File: src/rtl/scr1_imul_pkg.sv
// scr1_imul_pkg
// Shared declarations for the iterative integer multiplier:
//   - type_scr1_mul_op_e   : RISC-V M-extension multiply opcodes
//   - type_scr1_imul_fsm_e : multiplier control states
//   - imul_abs()           : conditional two's-complement magnitude
package scr1_imul_pkg;

  // Width of the imul_abs() datapath; callers sign/zero-extend into it.
  localparam int unsigned IMUL_ABS_W = 64;

  typedef enum logic [1:0] {
    SCR1_MUL_OP_MUL    = 2'd0,  // low half, sign-agnostic
    SCR1_MUL_OP_MULH   = 2'd1,  // signed x signed, high half
    SCR1_MUL_OP_MULHSU = 2'd2,  // signed x unsigned, high half
    SCR1_MUL_OP_MULHU  = 2'd3   // unsigned x unsigned, high half
  } type_scr1_mul_op_e;

  typedef enum logic [1:0] {
    SCR1_IMUL_FSM_IDLE = 2'd0,
    SCR1_IMUL_FSM_COMP = 2'd1,
    SCR1_IMUL_FSM_FIX  = 2'd2,
    SCR1_IMUL_FSM_RESP = 2'd3
  } type_scr1_imul_fsm_e;

  // Magnitude of a value that the caller has already extended to
  // IMUL_ABS_W bits (sign-extended when signed_en, zero-extended otherwise).
  // The most negative XLEN value maps to 2^(XLEN-1), which still fits in
  // the low XLEN bits of the result.
  function automatic logic [IMUL_ABS_W-1:0] imul_abs(
    input logic [IMUL_ABS_W-1:0] value,
    input logic                  signed_en
  );
    logic [IMUL_ABS_W-1:0] res;
    if (signed_en && value[IMUL_ABS_W-1]) begin
      res = ~value + IMUL_ABS_W'(1);
    end else begin
      res = value;
    end
    return res;
  endfunction

endpackage

File: src/rtl/scr1_imul_pp.sv
// scr1_imul_pp
// Combinational XLEN x DIGIT_W unsigned partial-product generator. Kept as
// its own module so a technology-specific multiplier can be swapped in.
// Ports:
//   a  [XLEN-1:0]         multiplicand magnitude
//   b  [DIGIT_W-1:0]      current multiplier digit
//   pp [XLEN+DIGIT_W-1:0] a * b
module scr1_imul_pp #(
  parameter int XLEN    = 32,
  parameter int DIGIT_W = 4
) (
  input  logic [XLEN-1:0]         a,
  input  logic [DIGIT_W-1:0]      b,
  output logic [XLEN+DIGIT_W-1:0] pp
);

  localparam int PP_W = XLEN + DIGIT_W;

  // Full-width unsigned product of the multiplicand and one digit.
  always_comb begin
    pp = PP_W'(a) * PP_W'(b);
  end

endmodule

File: src/rtl/scr1_pipe_imul.sv
// scr1_pipe_imul
// Iterative sign-magnitude multiplier for MUL/MULH/MULHSU/MULHU.
// DIGIT_W multiplier bits are retired per COMP cycle, MSB digit first,
// then the sign is applied in a single FIX cycle and the selected half
// is held in RESP until the consumer takes it.
// Ports:
//   clk, rst                synchronous active-high reset
//   flush                   kill the operation in flight, back to IDLE
//   req_valid/req_ready     request handshake (ready only in IDLE)
//   req_op, req_a, req_b    opcode and operands, sampled at handshake
//   req_tag                 opaque tag, echoed on resp_tag
//   resp_valid/resp_ready   response handshake
//   resp_data, resp_tag     registered result and tag
//   busy                    high whenever not IDLE
module scr1_pipe_imul
  import scr1_imul_pkg::*;
#(
  parameter int XLEN    = 32,
  parameter int DIGIT_W = 4,
  parameter int TAG_W   = 5
) (
  input  logic             clk,
  input  logic             rst,
  input  logic             flush,
  input  logic             req_valid,
  output logic             req_ready,
  input  logic [1:0]       req_op,
  input  logic [XLEN-1:0]  req_a,
  input  logic [XLEN-1:0]  req_b,
  input  logic [TAG_W-1:0] req_tag,
  output logic             resp_valid,
  input  logic             resp_ready,
  output logic [XLEN-1:0]  resp_data,
  output logic [TAG_W-1:0] resp_tag,
  output logic             busy
);

  localparam int N     = XLEN / DIGIT_W;
  localparam int CNT_W = (N > 1) ? $clog2(N) : 1;
  localparam int ACC_W = 2 * XLEN;
  localparam int PP_W  = XLEN + DIGIT_W;

  type_scr1_imul_fsm_e   state_r;
  type_scr1_mul_op_e     op_r;
  logic [TAG_W-1:0]      tag_r;
  logic                  neg_r;
  logic [XLEN-1:0]       mag_a_r;
  logic [XLEN-1:0]       mag_b_r;
  logic [ACC_W-1:0]      acc_r;
  logic [CNT_W-1:0]      cnt_r;
  logic                  resp_valid_r;
  logic [XLEN-1:0]       resp_data_r;
  logic [TAG_W-1:0]      resp_tag_r;

  type_scr1_mul_op_e     req_op_s;
  logic                  a_signed_s;
  logic                  b_signed_s;
  logic [IMUL_ABS_W-1:0] a_ext_s;
  logic [IMUL_ABS_W-1:0] b_ext_s;
  logic [XLEN-1:0]       mag_a_s;
  logic [XLEN-1:0]       mag_b_s;
  logic [PP_W-1:0]       pp_s;
  logic [ACC_W-1:0]      acc_fix_s;
  logic [XLEN-1:0]       result_s;
  logic                  req_ready_s;
  logic                  accept_s;

  // Handshake decode from registered state; flush and rst block acceptance.
  always_comb begin
    req_ready_s = (state_r == SCR1_IMUL_FSM_IDLE) && !flush && !rst;
    accept_s    = req_valid && req_ready_s;
  end

  // Per-op operand signedness; MUL takes the unsigned path because the
  // low half of the product does not depend on operand signs.
  always_comb begin
    req_op_s   = type_scr1_mul_op_e'(req_op);
    a_signed_s = 1'b0;
    b_signed_s = 1'b0;
    case (req_op_s)
      SCR1_MUL_OP_MULH: begin
        a_signed_s = 1'b1;
        b_signed_s = 1'b1;
      end
      SCR1_MUL_OP_MULHSU: begin
        a_signed_s = 1'b1;
        b_signed_s = 1'b0;
      end
      default: begin
        a_signed_s = 1'b0;
        b_signed_s = 1'b0;
      end
    endcase
  end

  // Extend operands into the helper width and take their magnitudes.
  always_comb begin
    a_ext_s             = {IMUL_ABS_W{a_signed_s & req_a[XLEN-1]}};
    a_ext_s[XLEN-1:0]   = req_a;
    b_ext_s             = {IMUL_ABS_W{b_signed_s & req_b[XLEN-1]}};
    b_ext_s[XLEN-1:0]   = req_b;
    mag_a_s             = XLEN'(imul_abs(a_ext_s, a_signed_s));
    mag_b_s             = XLEN'(imul_abs(b_ext_s, b_signed_s));
  end

  scr1_imul_pp #(
    .XLEN    (XLEN),
    .DIGIT_W (DIGIT_W)
  ) u_pp (
    .a  (mag_a_r),
    .b  (mag_b_r[XLEN-1 -: DIGIT_W]),
    .pp (pp_s)
  );

  // Sign fixup of the full product and selection of the requested half.
  always_comb begin
    if (neg_r) begin
      acc_fix_s = ~acc_r + ACC_W'(1);
    end else begin
      acc_fix_s = acc_r;
    end
    if (op_r == SCR1_MUL_OP_MUL) begin
      result_s = acc_fix_s[XLEN-1:0];
    end else begin
      result_s = acc_fix_s[ACC_W-1:XLEN];
    end
  end

  // Control FSM, datapath registers and registered response.
  always_ff @(posedge clk) begin
    if (rst) begin
      state_r      <= SCR1_IMUL_FSM_IDLE;
      op_r         <= SCR1_MUL_OP_MUL;
      tag_r        <= '0;
      neg_r        <= 1'b0;
      mag_a_r      <= '0;
      mag_b_r      <= '0;
      acc_r        <= '0;
      cnt_r        <= '0;
      resp_valid_r <= 1'b0;
      resp_data_r  <= '0;
      resp_tag_r   <= '0;
    end else if (flush) begin
      // Any in-flight op or pending result is dropped.
      state_r      <= SCR1_IMUL_FSM_IDLE;
      resp_valid_r <= 1'b0;
    end else begin
      case (state_r)
        SCR1_IMUL_FSM_IDLE: begin
          if (accept_s) begin
            op_r    <= req_op_s;
            tag_r   <= req_tag;
            neg_r   <= (a_signed_s & req_a[XLEN-1]) ^ (b_signed_s & req_b[XLEN-1]);
            mag_a_r <= mag_a_s;
            mag_b_r <= mag_b_s;
            acc_r   <= '0;
            cnt_r   <= '0;
            state_r <= SCR1_IMUL_FSM_COMP;
          end else begin
            state_r <= SCR1_IMUL_FSM_IDLE;
          end
        end
        SCR1_IMUL_FSM_COMP: begin
          // MSB-first digit recurrence: shift the running sum up one
          // digit and add the next partial product.
          acc_r   <= (acc_r << DIGIT_W) + ACC_W'(pp_s);
          mag_b_r <= mag_b_r << DIGIT_W;
          cnt_r   <= cnt_r + CNT_W'(1);
          if (cnt_r == CNT_W'(N - 1)) begin
            state_r <= SCR1_IMUL_FSM_FIX;
          end else begin
            state_r <= SCR1_IMUL_FSM_COMP;
          end
        end
        SCR1_IMUL_FSM_FIX: begin
          // resp_ready is deliberately ignored here.
          resp_data_r  <= result_s;
          resp_tag_r   <= tag_r;
          resp_valid_r <= 1'b1;
          state_r      <= SCR1_IMUL_FSM_RESP;
        end
        SCR1_IMUL_FSM_RESP: begin
          if (resp_ready) begin
            resp_valid_r <= 1'b0;
            state_r      <= SCR1_IMUL_FSM_IDLE;
          end else begin
            state_r      <= SCR1_IMUL_FSM_RESP;
          end
        end
        default: begin
          resp_valid_r <= 1'b0;
          state_r      <= SCR1_IMUL_FSM_IDLE;
        end
      endcase
    end
  end

  assign req_ready  = req_ready_s;
  assign busy       = (state_r != SCR1_IMUL_FSM_IDLE);
  assign resp_valid = resp_valid_r;
  assign resp_data  = resp_data_r;
  assign resp_tag   = resp_tag_r;

endmodule

File: config.mk
export PLATFORM = sky130hd
export DESIGN_NAME = scr1_pipe_imul
export DESIGN_NICKNAME = d
export VERILOG_FILES = /design/src/rtl/scr1_imul_pkg.sv /design/src/rtl/scr1_imul_pp.sv /design/src/rtl/scr1_pipe_imul.sv
export SDC_FILE = /design/constraint.sdc
export NUM_CORES = 1
export LEC_CHECK = 0
export ABC_AREA = 0
export BUFFER_PORTS_ARGS = -buffer_cell sky130_fd_sc_hd__buf_2
export CORE_ASPECT_RATIO = 1.1
export CORE_MARGIN = 2
export CORE_UTILIZATION = 50
export CTS_CLUSTER_SIZE = 16
export DETAILED_ROUTE_END_ITERATION = 8
export GPL_ROUTABILITY_DRIVEN = 0
export PLACE_DENSITY_LB_ADDON = 0.12
export SLEW_MARGIN = 20
export SYNTH_ARGS = -nofsm -noshare
export SYNTH_HDL_FRONTEND = slang
export SYNTH_SLANG_ARGS = --single-unit
File: constraint.sdc
create_clock -name clk -period 5.65 [get_ports clk]
set_input_delay 1.13 -clock clk [delete_from_list [all_inputs] [get_ports clk]]
set_output_delay 1.13 -clock clk [all_outputs]
set_load 0.01 [all_outputs]
# Word-level counts from Yosys, hierarchy flattened
# Cells that the tools add are included.
[op_classes] add_sub_neg=5 n_mul=1 n_eq_ne=8 mux=18 bitwise_logic=7 n_reduce_logical=18
[ops] operator="$mux 32" count=4
[ops] operator="$mux 64" count=2
[ops] operator="$pmux 64 s2" count=1
[ops] operator="$add 32x1->32 const B" count=2
[ops] operator="$add 64x1->64 const B" count=1
[ops] operator="$add 64x36->64" count=1
[ops] operator="$not 32->32" count=2
[ops] operator="$not 64->64" count=1
[ops] operator="$pmux 32 s2" count=1
[ops] operator="$mul 32x4->36" count=1
[ops] operator="$pmux 2 s4" count=1
[ops] operator="$eq 2x2->1 const B" count=3
[ops] operator="$pmux 3 s2" count=1
[ops] operator="$reduce_and 3->1" count=2
[ops] operator="$reduce_bool 2->1" count=3
[ops] operator="$logic_and 1x1->1" count=5
[ops] operator="$eq 2x1->1 const B" count=2
[ops] operator="$logic_not 2->1" count=2
[ops] operator="$mux 1" count=4
[ops] operator="$mux 2" count=2
[ops] operator="$ne 2x2->1 const B" count=2
[ops] operator="$reduce_and 2->1" count=2
[ops] operator="$reduce_or 2->1" count=2
[ops] operator="$add 3x1->3 const B" count=1
[ops] operator="other kinds (7)" count=9
[word_totals] reg_bits=179 inputBits=76 out_inout_bits=40

# Longest topological paths before layout
[depth] word_depth=7 ltp_mapped=18

# Cells and area by module
# A second synthesis with hierarchy kept.
[hier_totals] cells_unflattened=2203 area_unflattened_um2=16373.2
[by_module_without_submodules] mod="scr1_pipe_imul" n_inst=1 cells_each=1591 area_per_inst_um2=11945.2 seq_area_each_um2=3583.4
[by_module_without_submodules] mod="scr1_imul_pp" n_inst=1 cells_each=612 area_per_inst_um2=4428.0 seq_area_each_um2=0.0

# Worst setup path after synthesis
# OpenSTA, ideal clock, no wires.
[synth_path] path_kind="register to register" from="reg mag_b_r[31]" to="reg acc_r[62]" t_arrival_ps=4639 path_slack_ps=883 path_stages_with_launch=18 synth_period_minus_slack_ps=4767 path_cell_list="dfxtp_1 clkbuf_1 and2_1 fa_1 fa_1 inv_1 fa_1 inv_1 ha_1 a21o_1 a31o_2 nor3_1 o32ai_1 nor4b_1 clkbuf_1 nor4_1 xnor2_1 o21ai_0"
[synth_between] elab_chain_len=3
[synth_rtl] element="start, declared" line="scr1_pipe_imul.sv:48" source="logic [XLEN-1:0] mag_b_r;"
[synth_rtl] element="start signal, assigned" line="scr1_pipe_imul.sv:155" source="mag_b_r <= mag_b_s;"
[synth_rtl] element="start signal, assigned" line="scr1_pipe_imul.sv:167" source="mag_b_r <= mag_b_r << DIGIT_W;"
[synth_rtl] element="$mul 32x4->36" line="scr1_imul_pp.sv:21" source="pp = PP_W'(a) * PP_W'(b);"
[synth_rtl] element="$add 64x36->64" line="scr1_pipe_imul.sv:166" source="acc_r <= (acc_r << DIGIT_W) + ACC_W'(pp_s);"
[synth_rtl] element="$pmux 64 s2" line="scr1_pipe_imul.sv:148" source="case (state_r)"
[synth_rtl] element="end signal, assigned" line="scr1_pipe_imul.sv:166"
[synth_rtl] element="end, declared" line="scr1_pipe_imul.sv:49" source="logic [ACC_W-1:0] acc_r;"
# No other way between the ends.
# A chain may end at the register's enable or synchronous reset.

# Final worst setup path
[layout_path] from="reg mag_b_r[29]" to="reg acc_r[60]"
# The elaborated chain is that of the path after synthesis.

==> flow_summary.yaml <==
global_route:
  grt_pass1_wl_um: 71100
  grt_pass1_vias: 13560
  grt_max_degree: 83
  grtUsageTotal: 0.276
  antenna_found_initial: 0
  grt_remaining_overflow: 0
routing:
  via_per_inst: 5.76
  ant_nets: 0
  drc: 0
  drtIter0Drc: 895
  dr.pass1.iters: 9
  drt_wl_total_um: 43700
  wl_per_cell_um: 17.7
  dr_total_vias: 14227
clock_tree:
  cts.reportedPaths.clkPinSlew_ns: 0.09
  cts_buffers: 17
  cts_buffer_depth: 2
  cts-root-buf: "clkbuf_16"
  cts_sinks: 179
  holdBufCountCts: 0
  clock_latency_ns: 0.46
  cts-htree-levels: 4
  cts_tree: "yes"
die:
  die_height_um: 188
  die_x_um: 171
  start_util: 0.505
  core_um2: 30300
  dieArea_um2: 32100
  rows: 67
  io_pins: 116
sta:
  slew_headroom: 0.204
  period_minus_slack_ns: 5.18
  fmax_ghz: 0.193
  rsz0062_at_grt: "no"
  finalHoldViolations: 0
  max_slew.worst_pin.slew_ns: 1.19
  timing.hold.ws_ns: 0.453
  report.final.slew_viol_count: 0
  fin_skew_ns: 0.0168
  fin_ws_ns: 0.475
  fin_crit_sh: 0.916
  fin_tns_setup_ns: 0
  setup_violations: 0
worst_setup_path:
  cp.required_ns: 5.98
  start_kind: "flop"
  worstPathArrival_ns: 5.51
  crit_path_max_fanout: 33
  crit_type: "reg2reg"
  end_kind: "flop"
layout:
  utilization: 0.552
  layout.nets: 2258
  stdcell_count: 2469
  final_area_um2: 16800
  layout-drive-gt1-share: 0.0979
  syn2layout_area_growth_pct: 9.40
  fillers: 2982
power:
  p_per_area_nw_per_um2: 178
  power.total_mw: 2.98
  p_leak_nw: 7.14
  ir_drop_uv: 191
synth:
  synthCells: 2013
  syn_nets: 2230
  yosysSeqAreaShare: 0.234
  synth-edff-count: 0
  async_flop_share: 0
  yosys_register_bits: 179
  avgSynthCellArea_um2: 7.61
  synth-main-ff-cell: "dfxtp_1"
  yosysWarnings: 0
  yosys.cell_types.count: 68
  syn-cell-area_um2: 15300
hold_path:
  hold_path.class: "reg2reg"
job:
  cap_violations: 0
placement:
  dp_cells: 2436
  io_buffers: 115
  place_area_um2: 16100
  hpwlAfterDp_um: 33400
  place_ws_ns: 0.198
status:
  status: "finished clean"
## final cells by class
class                   count  area [µm²]  share of cell area
multi-input cells        1519       10600               0.631
flip-flops and latches    179        3590               0.214
repair buffers            140         766              0.0457
inverters                 184         691              0.0412
well taps                 414         518              0.0309
clock buffers              17         425              0.0254
clock inverters            15         196              0.0117
diodes                      1        2.50            0.000149
## synth_stat cells, drive strengths merged (19+ instances only)
library cell	n	area share
a211oi	45	0.022
a21o	19	0.0093
a21oi	142	0.046
a31oi	22	0.0090
and2	124	0.051
clkbuf	123	0.030
dfxtp	179	0.23
fa	91	0.12
ha	50	0.041
inv	184	0.045
nand2	216	0.053
nand3	76	0.025
nand4	22	0.010
nor2	139	0.034
nor3	47	0.016
nor4	22	0.010
o211ai	20	0.0098
o21ai	119	0.039
o31ai	29	0.014
or3	27	0.011
xnor2	84	0.048
xor2	53	0.030
## placed cells by master, fill, tap and decap left out, types with 10 or more instances in the layout
cell type and count:
o41ai_1 10, nor2_1 135, nor3_1 46, buf_4 26, clkbuf_16 17, and2_1 123, nand3_1 76, nand2_1 216
fa_1 91, nor4_1 19, buf_2 114, o21ai_0 113, inv_1 184, nand2b_1 11, nand4_1 21, ha_1 50
a22o_1 15, a211oi_1 45, and3_1 15, o211ai_1 20, a21o_1 19, o31ai_1 29, xnor2_1 84, dfxtp_1 177
or3_1 25, a21oi_1 142, or4_1 11, a31oi_1 22, xor2_1 53
## registers in the layout (all words and copies together) (netlist names)
register	cells
acc_r	64
mag_a_r	32
mag_b_r	32
resp_data	32
resp_tag	5
tag_r	5
cnt_r	3
op_r	2
state_r	2
neg_r	1
resp_valid	1
## kinds of logic (layout without fill, tap and decap cells)
kind of cell,count (synthesis),count (layout),share of synthesized area
adders and majority gates,141,141,0.160
buffers and inverters,315,356,0.0781
muxes,4,4,0.00269
xor gates and xnor gates,137,137,0.0783
and+or+nand+nor,749,749,0.246
AOI/OAI and AO/OA,488,488,0.201
other,0,1,0
DFF,179,179,0.234
## report_power, final
group          switching, mW  leakage (nW)  internal (mW)
Clock                  0.605         0.306          0.675
Sequential            0.0290          1.45           1.29
Combinational          0.251          5.38          0.132
## worst paths after layout
check,from,endpoint,slack [ns],cells after the start
setup / recovery,mag_b_r[29],acc_r[60],0.47,16
hold / removal,tag_r[0],resp_tag[0],0.45,2
setup reg to reg,mag_b_r[29],acc_r[60],0.47,16
hold reg to reg,tag_r[0],resp_tag[0],0.45,2
## worst max-delay path, stage by stage (launching register included)
cell,delay (ns)
dfxtp_2,0.65
and2_1,0.23
fa_1,0.45
fa_1,0.54
inv_1,0.05
fa_1,0.50
inv_1,0.04
ha_1,0.41
and3_1,0.23
nor4b_1,0.49
nand4_1,0.16
o32ai_1,0.39
nor4b_2,0.09
buf_4,0.21
nor4_1,0.36
xnor2_1,0.16
o21ai_0,0.08
## repair_timing
item,4_1_cts,5_1_grt
gates resized for setup,0,1
endpoints found under the setup margin,0,20
setup buffers,0,0
## per-layer routing
| metal | part of all wire | routed length (µm) | vias to the layer above | global-route usage |
|---|---|---|---|---|
| met2 | 0.48 | 20800 | 395 | 0.454 |
| li1 | - | - | 6964 | - |
| met5 | 0 | 0 | - | 0 |
| met1 | 0.44 | 19400 | 6779 | 0.367 |
| met3 | 0.047 | 2040 | 89 | 0.0361 |
| met4 | 0.034 | 1490 | 0 | 0.107 |
Power figures use the tool's default switching activity.
